==> config.mk <==
export PLATFORM = sky130hd
export DESIGN_NAME = mem_port_arbiter
export DESIGN_NICKNAME = d
export VERILOG_FILES = /design/src/rtl/mem_port_arbiter.sv
export SDC_FILE = /design/constraint.sdc
export NUM_CORES = 1
export LEC_CHECK = 0
export CORE_UTILIZATION = 42
export CTS_BUF_LIST = sky130_fd_sc_hd__clkbuf_4 sky130_fd_sc_hd__clkbuf_8
export DETAILED_ROUTE_END_ITERATION = 10
export GPL_TIMING_DRIVEN = 0
export PLACE_DENSITY = 0.83
export SYNTH_ARGS = -nofsm -noshare
export SYNTH_HDL_FRONTEND = slang
export SYNTH_SLANG_ARGS = --single-unit
export TNS_END_PERCENT = 20
==> constraint.sdc <==
create_clock -name clk -period 6 [get_ports clk]
set_input_delay 1.2 -clock clk [delete_from_list [all_inputs] [get_ports clk]]
set_output_delay 1.2 -clock clk [all_outputs]
set_load 0.01 [all_outputs]
==> src/rtl/mem_port_arbiter.sv <==
// mem_port_arbiter: fixed-latency single-port memory arbiter, DM priority with IF starvation guard; ports: clk/rst, if_* fetch, dm_* data, mem_* memory, busy
module mem_port_arbiter #(
  parameter int ADDR_W     = 32,
  parameter int DATA_W     = 32,
  parameter int MEM_LAT    = 2,
  parameter int STARVE_MAX = 4
) (
  input  logic              clk,
  input  logic              rst,
  input  logic              if_req,
  input  logic [ADDR_W-1:0] if_addr,
  output logic              if_gnt,
  output logic              if_done,
  output logic [DATA_W-1:0] if_rdata,
  input  logic              dm_req,
  input  logic              dm_we,
  input  logic [ADDR_W-1:0] dm_addr,
  input  logic [DATA_W-1:0] dm_wdata,
  output logic              dm_gnt,
  output logic              dm_done,
  output logic [DATA_W-1:0] dm_rdata,
  output logic              mem_en,
  output logic              mem_we,
  output logic [ADDR_W-1:0] mem_addr,
  output logic [DATA_W-1:0] mem_wdata,
  input  logic [DATA_W-1:0] mem_rdata,
  output logic              busy
);
  localparam logic [1:0] IDLE = 2'd0, ISSUE = 2'd1, WAIT = 2'd2, DONE = 2'd3;
  localparam int CW = MEM_LAT > 1 ? $clog2(MEM_LAT) : 1;
  localparam int SW = $clog2(STARVE_MAX + 1);
  logic [1:0]        state;
  logic [SW-1:0]     starve;
  logic [CW-1:0]     wcnt;
  logic              own_dm, cap_we, dm_win;
  logic [ADDR_W-1:0] cap_addr;
  logic [DATA_W-1:0] cap_wdata;
  assign dm_win    = dm_req && (!if_req || starve < SW'(STARVE_MAX));
  assign busy      = state != IDLE;
  assign if_gnt    = busy && !own_dm;
  assign dm_gnt    = busy && own_dm;
  assign mem_en    = state == ISSUE;
  assign mem_we    = mem_en && cap_we;
  assign mem_addr  = cap_addr;
  assign mem_wdata = cap_wdata;
  assign if_done   = state == DONE && !own_dm;
  assign dm_done   = state == DONE && own_dm;
  always_ff @(posedge clk or posedge rst)
    if (rst) begin
      state     <= IDLE;
      starve    <= '0;
      wcnt      <= '0;
      own_dm    <= 1'b0;
      cap_we    <= 1'b0;
      cap_addr  <= '0;
      cap_wdata <= '0;
      if_rdata  <= '0;
      dm_rdata  <= '0;
    end else
      case (state)
        IDLE:
          if (dm_req || if_req) begin
            state     <= ISSUE;
            own_dm    <= dm_win;
            cap_we    <= dm_win && dm_we;
            cap_addr  <= dm_win ? dm_addr : if_addr;
            cap_wdata <= dm_win ? dm_wdata : '0;
            starve    <= dm_win ? starve + SW'(if_req) : '0;
          end
        ISSUE: begin
          state <= cap_we ? DONE : WAIT;
          wcnt  <= CW'(MEM_LAT - 1);
        end
        WAIT:
          if (wcnt == '0) begin
            state <= DONE;
            if (own_dm) dm_rdata <= mem_rdata;
            else if_rdata <= mem_rdata;
          end else wcnt <= wcnt - CW'(1);
        default: state <= IDLE;
      endcase
endmodule

==> results of run 1 <==
-- how the worst min path moves through the flow --
stage,startpoint,to
after floorplan,starve[0],starve[0]
after global placement,dm_rdata[16],dm_rdata[16]
after detailed placement,mem_wdata[14],mem_wdata[14]
after CTS,dm_rdata[20],dm_rdata[20]
after global routing,if_rdata[9],if_rdata[9]
final,if_rdata[9],if_rdata[9]
-- synthesized netlist by cell type (4+ instances only) --
cell type | n | share of area
inv_1 | 5 | 0.0034
a21oi_1 | 65 | 0.060
buf_2 | 12 | 0.011
nor2_1 | 34 | 0.023
buf_4 | 4 | 0.0055
dfrtp_1 | 136 | 0.62
mux2_2 | 66 | 0.14
buf_6 | 4 | 0.0083
nand2_1 | 33 | 0.023
ha_1 | 7 | 0.016
a22o_1 | 35 | 0.056
-- registers in the layout, summed over array words and instances, names as in the netlist --
signal     count
starve         3
mem_wdata     32
state          2
cap_we         1
wcnt           1
mem_addr      32
own_dm         1
dm_rdata      32
if_rdata      32
-- layout make-up --
| cell class | count | area (um2) |
|---|---|---|
| Sequential cell | 136 | 3400 |
| Timing Repair Buffer | 268 | 2700 |
| Multi-Input combinational cell | 258 | 1870 |
| Fill cell | 931 | 3800 |
| Tap cell | 172 | 215 |
| Inverter | 5 | 23.8 |
| Clock inverter | 15 | 215 |
| Clock buffer | 17 | 234 |
| Buffer | 27 | 163 |
-- kinds of logic after synthesis --
kind of cell               after synthesis  share of synthesized area
adders and majority gates                7                     0.0161
AOI/OAI and AO/OA                      109                      0.130
DFF                                    136                      0.624
and+or+nand+nor                         75                     0.0585
muxes                                   67                      0.138
buffers and inverters                   32                     0.0333
-- power groups by stage --
stage | combinational (uW) | clock [uW] | sequential [uW]
2_1_floorplan | 764 | 0 | 1790
3_3_place_gp | 2100 | 0 | 1600
3_5_place_dp | 2160 | 0 | 1620
4_1_cts | 2160 | 858 | 1610
5_1_grt | 2290 | 899 | 1660
6_report | 2130 | 841 | 1610
-- stage by stage --
| stage | std cells | area, um2 | TNS (ns) |
|---|---|---|---|
| after floorplan | 426 | 5450 | 0 |
| after global placement | 865 | 8340 | -56.30 |
| after detailed placement | 866 | 8370 | 0 |
| after CTS | 898 | 8820 | 0 |
| after global routing | 898 | 8820 | 0 |
| final | 898 | 8820 | 0 |
-- worst max-delay path, delay by kind of cell, from the launching register on --
family | cells | cell delay [ns]
fa+ha+maj | 1 | 0.19
buf+inv | 4 | 1.11
flops | 1 | 0.42
-- layer usage --
metal,GRT usage,vias to the layer above
met5,0,-
met4,0.116,0
met3,0.0565,35
met1,0.264,2215
li1,-,2065
met2,0.391,175
==> metrics.md, run 1 <==
| Metric | Value |
|---|---|
| Share of layout cells above drive strength 1 | `0.174` |
| Routed wl met3 | `1.09 mm` |
| FF-to-FF path depth | `5` |
| Pre-CTS WS | `3.09 ns` |
| Clock Skew | `0.00765 ns` |
| Final period util | `0.560` |
| Syn Nets | `566` |
| Post-synthesis sequential area ratio | `0.624` |
| CP Data Required Time | `4.80 ns` |
| DP HPWL | `11.7 mm` |
| R2r startpoint | `state[0]` |
| DRT Pass-1 Iters | `4` |
| Pleak | `0.00377 uW` |
| Worst r2r dst | `if_rdata[7]` |
| WL final | `15.4 mm` |
| Hold Path Cell Cnt | `1` |
| Initial Utilization | `0.432` |
| Gate Count Post-Synth | `426` |
| Switching share of power | `0.328` |
| Most common cell after layout, fill and taps aside | `clkdlybuf4s50_1` |
| GRT Total Usage | `0.227` |
| Final Worst Setup Slack | `2.64 ns` |
| CTS tree | `built` |
| Ys async rst share | `1.00` |
| Core Rows | `41` |
| First-pass GRT wire length | `22.9 mm` |
| Number of synthesized flops with an enable pin | `0` |
| Crit Path Category | `reg2out` |
| Root Buffer | `clkbuf_8` |
| Number of DRC markers in iteration 0 | `161` |
| Largest net degree at the start of global routing | `80` |
| Highest routed layer | `met4` |
| WL/cell | `17.1 um` |
| Number of gates resized after cts | `0` |
| Psw | `1500 uW` |
| Peak Freq | `298 MHz` |
| Crit Path Max Fanout | `7` |
| Dominant synthesized flop cell | `dfrtp_1` |
| Combinational power share | `0.465` |
| Fin Hold WS | `0.509 ns` |
| Final Hold Fails | `0` |
| Max rail drop VDD | `0.000277 V` |
| Mean area per synthesized cell | `12.8 um2` |
| Number of global-route vias before repair | `4,544` |
| Die area | `13,400 um2` |
| Clock-pin transition on the worst setup and hold timing paths | `0.07 ns` |
| Sequential share of power | `0.352` |
| CP Capture Type | `output pin` |
| Max-cap viol count | `0` |
| Clock power share | `0.183` |
| Via count | `4,490` |
| CTS max path bufs | `2` |
| Residual DRC | `0` |
| Grt total ovfl | `0` |
| GP Congestion | `0.766` |
| RSZ-0062 raised after global routing | `no` |
| Crit path cell chain | `inv_1 > ha_1 > clkbuf_2 > inv_1 > clkdlybuf4s50_1` |
| Commonest cells after routing, fill and taps aside | `clkdlybuf4s50_1 (267), dfrtp_1 (136), mux2_2 (66)` |
| I/O pins | `268` |
| Area Overhead vs Synth | `61.8%` |
| # diodes | `0` |
| Metal1 wirelength | `5.95 mm` |
| PwrDens | `520 nW/um2` |
| Synth Register Bits | `136` |
| Critical Path Sink | `busy` |
| Min Tclk post-route | `3.36 ns` |
| Fin nets | `853` |
| Final Max Slew Viols | `0` |
| Internal | `3080 uW` |
| # setup viols final | `0` |
| CP max stage cell | `clkdlybuf4s50_1` |
| PortBufs | `267` |
| Core Box Area | `12,600 um2` |
| Post-CTS repair timing setup buffer count | `0` |
| Netlist cell types | `28` |
| Post-synth design cell area | `5450 um2` |
| Antenna viol nets, final | `0` |
| YS warnings | `0` |
| Slew margin rel. | `0.630` |
| Total power draw | `4590 uW` |
| Antenna violations before repair | `0` |
| Die span in y | `116 um` |
| CTS Buf Count | `17` |
| R2R Setup Slk | `4.06 ns` |
| Hold buffer count at cts | `0` |
| Least-Margin Pin Slew | `0.555 ns` |
| Setup crit start | `state[0]` |
| Status | `finished, final reports clean` |
| CTS sink count | `136` |
| Most used cell, CP | `inv_1` |
| Critical path arrival | `2.16 ns` |
| Hold Crit Class | `reg2reg` |
| Crit start category | `flip-flop` |
| Drt via density | `5.00` |
| DIE WIDTH | `116 um` |
| Final Util | `0.699` |
| Met2 wire len | `7.88 mm` |
| Worst skew pair latency | `0.44 ns` |
| CTS H-tree depth | `4` |
| Slowest stage delay, CP | `0.62 ns` |
Note: power is estimated with default switching activity, not from simulation.
==> run 2: changes to the inputs <==
==> constraint.sdc (replaced) <==
create_clock -name clk -period 3.5 [get_ports clk]
set_input_delay 0.7 -clock clk [delete_from_list [all_inputs] [get_ports clk]]
set_output_delay 0.7 -clock clk [all_outputs]
set_load 0.01 [all_outputs]
==> run 2 against run 1 <==
Against the previous run:
- setup slack got worse by 2.0 ns
- global-route usage rose by 0.41 points
- routed wire length down 0.29%
- total power up 71%
- largest cell class unchanged
- sequential power increased by 71%
- non-clock buffer count up 2
- sequential cell count is the same
- core utilization grew 0.22 points
- clock-buffer cell count is 3 higher
- combinational power is 72% higher
==> metrics.md, run 2 (same netlist as run 1, synthesis figures left out) <==
| Metric | Value |
|---|---|
| Hold worst-path end | `mem_wdata[0]` |
| Pleak | `0.00378 uW (+0.34%)` |
| DRT Pass-1 Iters | `5 (+1)` |
| Total power draw | `7850 uW (+71%)` |
| Worst skew pair latency | `0.43 ns (about the same)` |
| R2r startpoint | `state[0]` |
| Multi-input logic area | `1870 um2 (unchanged)` |
| CTS H-tree depth | `4 (unchanged)` |
| CTS sink count | `136 (unchanged)` |
| Total instance count after detailed placement | `868 (+0.23%)` |
| Slew margin rel. | `0.522 (-0.108)` |
| DP HPWL | `11.7 mm (about the same)` |
| # setup viols final | `0 (unchanged)` |
| GRT Total Usage | `0.231 (+0.00415)` |
| Post-CTS repair timing setup buffer count | `0 (unchanged)` |
| Switching share of power | `0.321 (-0.00741)` |
| Fin nets | `855 (+0.23%)` |
| CTS max path bufs | `2 (unchanged)` |
| Commonest cells after routing, fill and taps aside | `clkdlybuf4s50_1 (267), dfrtp_1 (136), mux2_2 (66)` |
| Clock-pin transition on the worst setup and hold timing paths | `0.07 ns (about the same)` |
| R2R Setup Slk | `1.55 ns (-2.51 ns)` |
| Hold Crit Class | `reg2reg` |
| # diodes | `0 (unchanged)` |
| Hold buffer count at cts | `0 (unchanged)` |
| Final period util | `0.821` |
| Cell Area, Placed | `8400 um2 (+0.37%)` |
| Hold Path Cell Cnt | `1 (unchanged)` |
| First-pass GRT wire length | `23.2 mm (+1.4%)` |
| PwrDens | `887 nW/um2 (+70%)` |
| Psw | `2510 uW (+67%)` |
| Largest net degree at the start of global routing | `45 (-44%)` |
| Critical path arrival | `2.17 ns (about the same)` |
| Drt via density | `4.95 (-0.91%)` |
| CP Capture Type | `output pin` |
| DIE WIDTH | `116 um (unchanged)` |
| Post-route cell area | `8850 um2 (+0.31%)` |
| Worst r2r dst | `if_rdata[27]` |
| Number of gates resized after cts | `0 (unchanged)` |
| FF-to-FF path depth | `5 (unchanged)` |
| Min Tclk post-route | `2.87 ns` |
| Clock Skew | `0.00652 ns (-0.00113 ns)` |
| Final Worst Setup Slack | `0.628 ns (-2.01 ns)` |
| Crit start category | `flip-flop` |
| Grt total ovfl | `0 (unchanged)` |
| Non-filler cells, final | `899 (+0.11%)` |
| Max-cap viol count | `0 (unchanged)` |
| Status | `finished, final reports clean` |
| Root Buffer | `clkbuf_8` |
| Area Overhead vs Synth | `62.3%` |
| WL/cell | `17.0 um (-0.40%)` |
| PortBufs | `267 (unchanged)` |
| Core Rows | `41 (unchanged)` |
| Least-Margin Pin Slew | `0.715 ns (+0.160 ns)` |
| Final Hold Fails | `0 (unchanged)` |
| Crit Path Category | `reg2out` |
| Sum of negative setup slack | `0 ns (unchanged)` |
| Final Max Slew Viols | `0 (unchanged)` |
| Peak Freq | `348 MHz` |
| CP Data Required Time | `2.80 ns (-2.00 ns)` |
| Most common cell after layout, fill and taps aside | `clkdlybuf4s50_1` |
| GP Congestion | `0.756 (-1.3%)` |
| Share of layout cells above drive strength 1 | `0.175 (+0.00114)` |
| Residual DRC | `0 (unchanged)` |
| Core Box Area | `12,600 um2 (unchanged)` |
| Sequential share of power | `0.351 (about the same)` |
| Initial Utilization | `0.432 (unchanged)` |
| Clock power share | `0.181 (-0.002)` |
| Die span in y | `116 um (unchanged)` |
| WL final | `15.3 mm (-0.29%)` |
| Antenna viol nets, final | `0 (unchanged)` |
| Die area | `13,400 um2 (unchanged)` |
| Antenna violations before repair | `0 (unchanged)` |
| Internal | `5330 uW (+73%)` |
| Max rail drop VDD | `0.000490 V (+77%)` |
| Pre-CTS WS | `1.09 ns (-2.00 ns)` |
| CTS Buf Count | `17 (unchanged)` |
| Hold path start | `mem_wdata[0]` |
| Number of DRC markers in iteration 0 | `105 (-35%)` |
| Crit Path Max Fanout | `7 (unchanged)` |
| Via count | `4,454 (-0.80%)` |
| I/O pins | `268 (unchanged)` |
| Register area | `3400 um2 (unchanged)` |
| Number of global-route vias before repair | `4,667 (+2.7%)` |
| RSZ-0062 raised after global routing | `no` |
| CTS tree | `built` |
| Combinational power share | `0.467 (+0.002)` |
| Filler cells | `947 (+1.7%)` |
run 2: cell types whose count changed in the layout (fill, tap and decap cells not counted), sizes merged:
cell | before | now
clkinvlp | 3 | 4
inv | 10 | 5
buf | 24 | 26
clkbuf | 21 | 24
run 2: power by group through the flow:
stage | logic, uW | clock network [uW] | registers (uW)
floorplan | 1310 | 0 | 3070
global placement | 3590 | 0 | 2730
detailed placement | 3700 | 0 | 2770
CTS | 3710 | 1460 | 2760
global route | 3940 | 1520 | 2850
finish | 3670 | 1420 | 2760
run 2: how the worst max path moves through the flow:
| stage | start | to | slack (ns) | depth (start not counted) |
|---|---|---|---|---|
| 2_1_floorplan | rst | cap_we | 1.11 | 1 |
| 3_3_place_gp | rst | mem_addr[8] | -0.003 | 2 |
| 3_5_place_dp | state[0] | busy | 1.09 | 5 |
| 4_1_cts | state[0] | busy | 0.59 | 5 |
| 5_1_grt | state[0] | busy | 0.52 | 5 |
| 6_report | state[0] | busy | 0.63 | 5 |
run 2: final cells by class:
cell class                 count  share of cell area
buffer                        27              0.0184
clock buffer                  20              0.0311
clock inverter                11              0.0192
inverter                       5             0.00255
multi-input combinational    258               0.211
sequential                   136               0.385
tap                          172              0.0243
timing repair buffer         270               0.309
run 2: routing by layer:
| metal | vias up | share of wire | global-route usage | wire length (um) |
|---|---|---|---|---|
| met3 | 41 | 0.075 | 0.0690 | 1140 |
| li1 | 2070 | - | - | - |
| met4 | 0 | 0.036 | 0.127 | 556 |
| met1 | 2160 | 0.38 | 0.259 | 5760 |
| met2 | 183 | 0.51 | 0.396 | 7850 |
| met5 | - | 0 | 0 | 0 |
run 2: through the flow:
step	utilization	hold WS [ns]
4_1_cts	0.701	0.511
2_1_floorplan	-	0.477
6_report	0.701	0.506
3_3_place_gp	0.661	0.487
3_5_place_dp	0.666	0.491
5_1_grt	0.701	0.517
run 2: worst max-delay path, stage by stage (launching register included):
cell             delay [ns]
dfrtp_1                0.43
inv_1                  0.08
ha_1                   0.19
clkbuf_2               0.16
inv_1                  0.23
clkdlybuf4s50_1        0.63
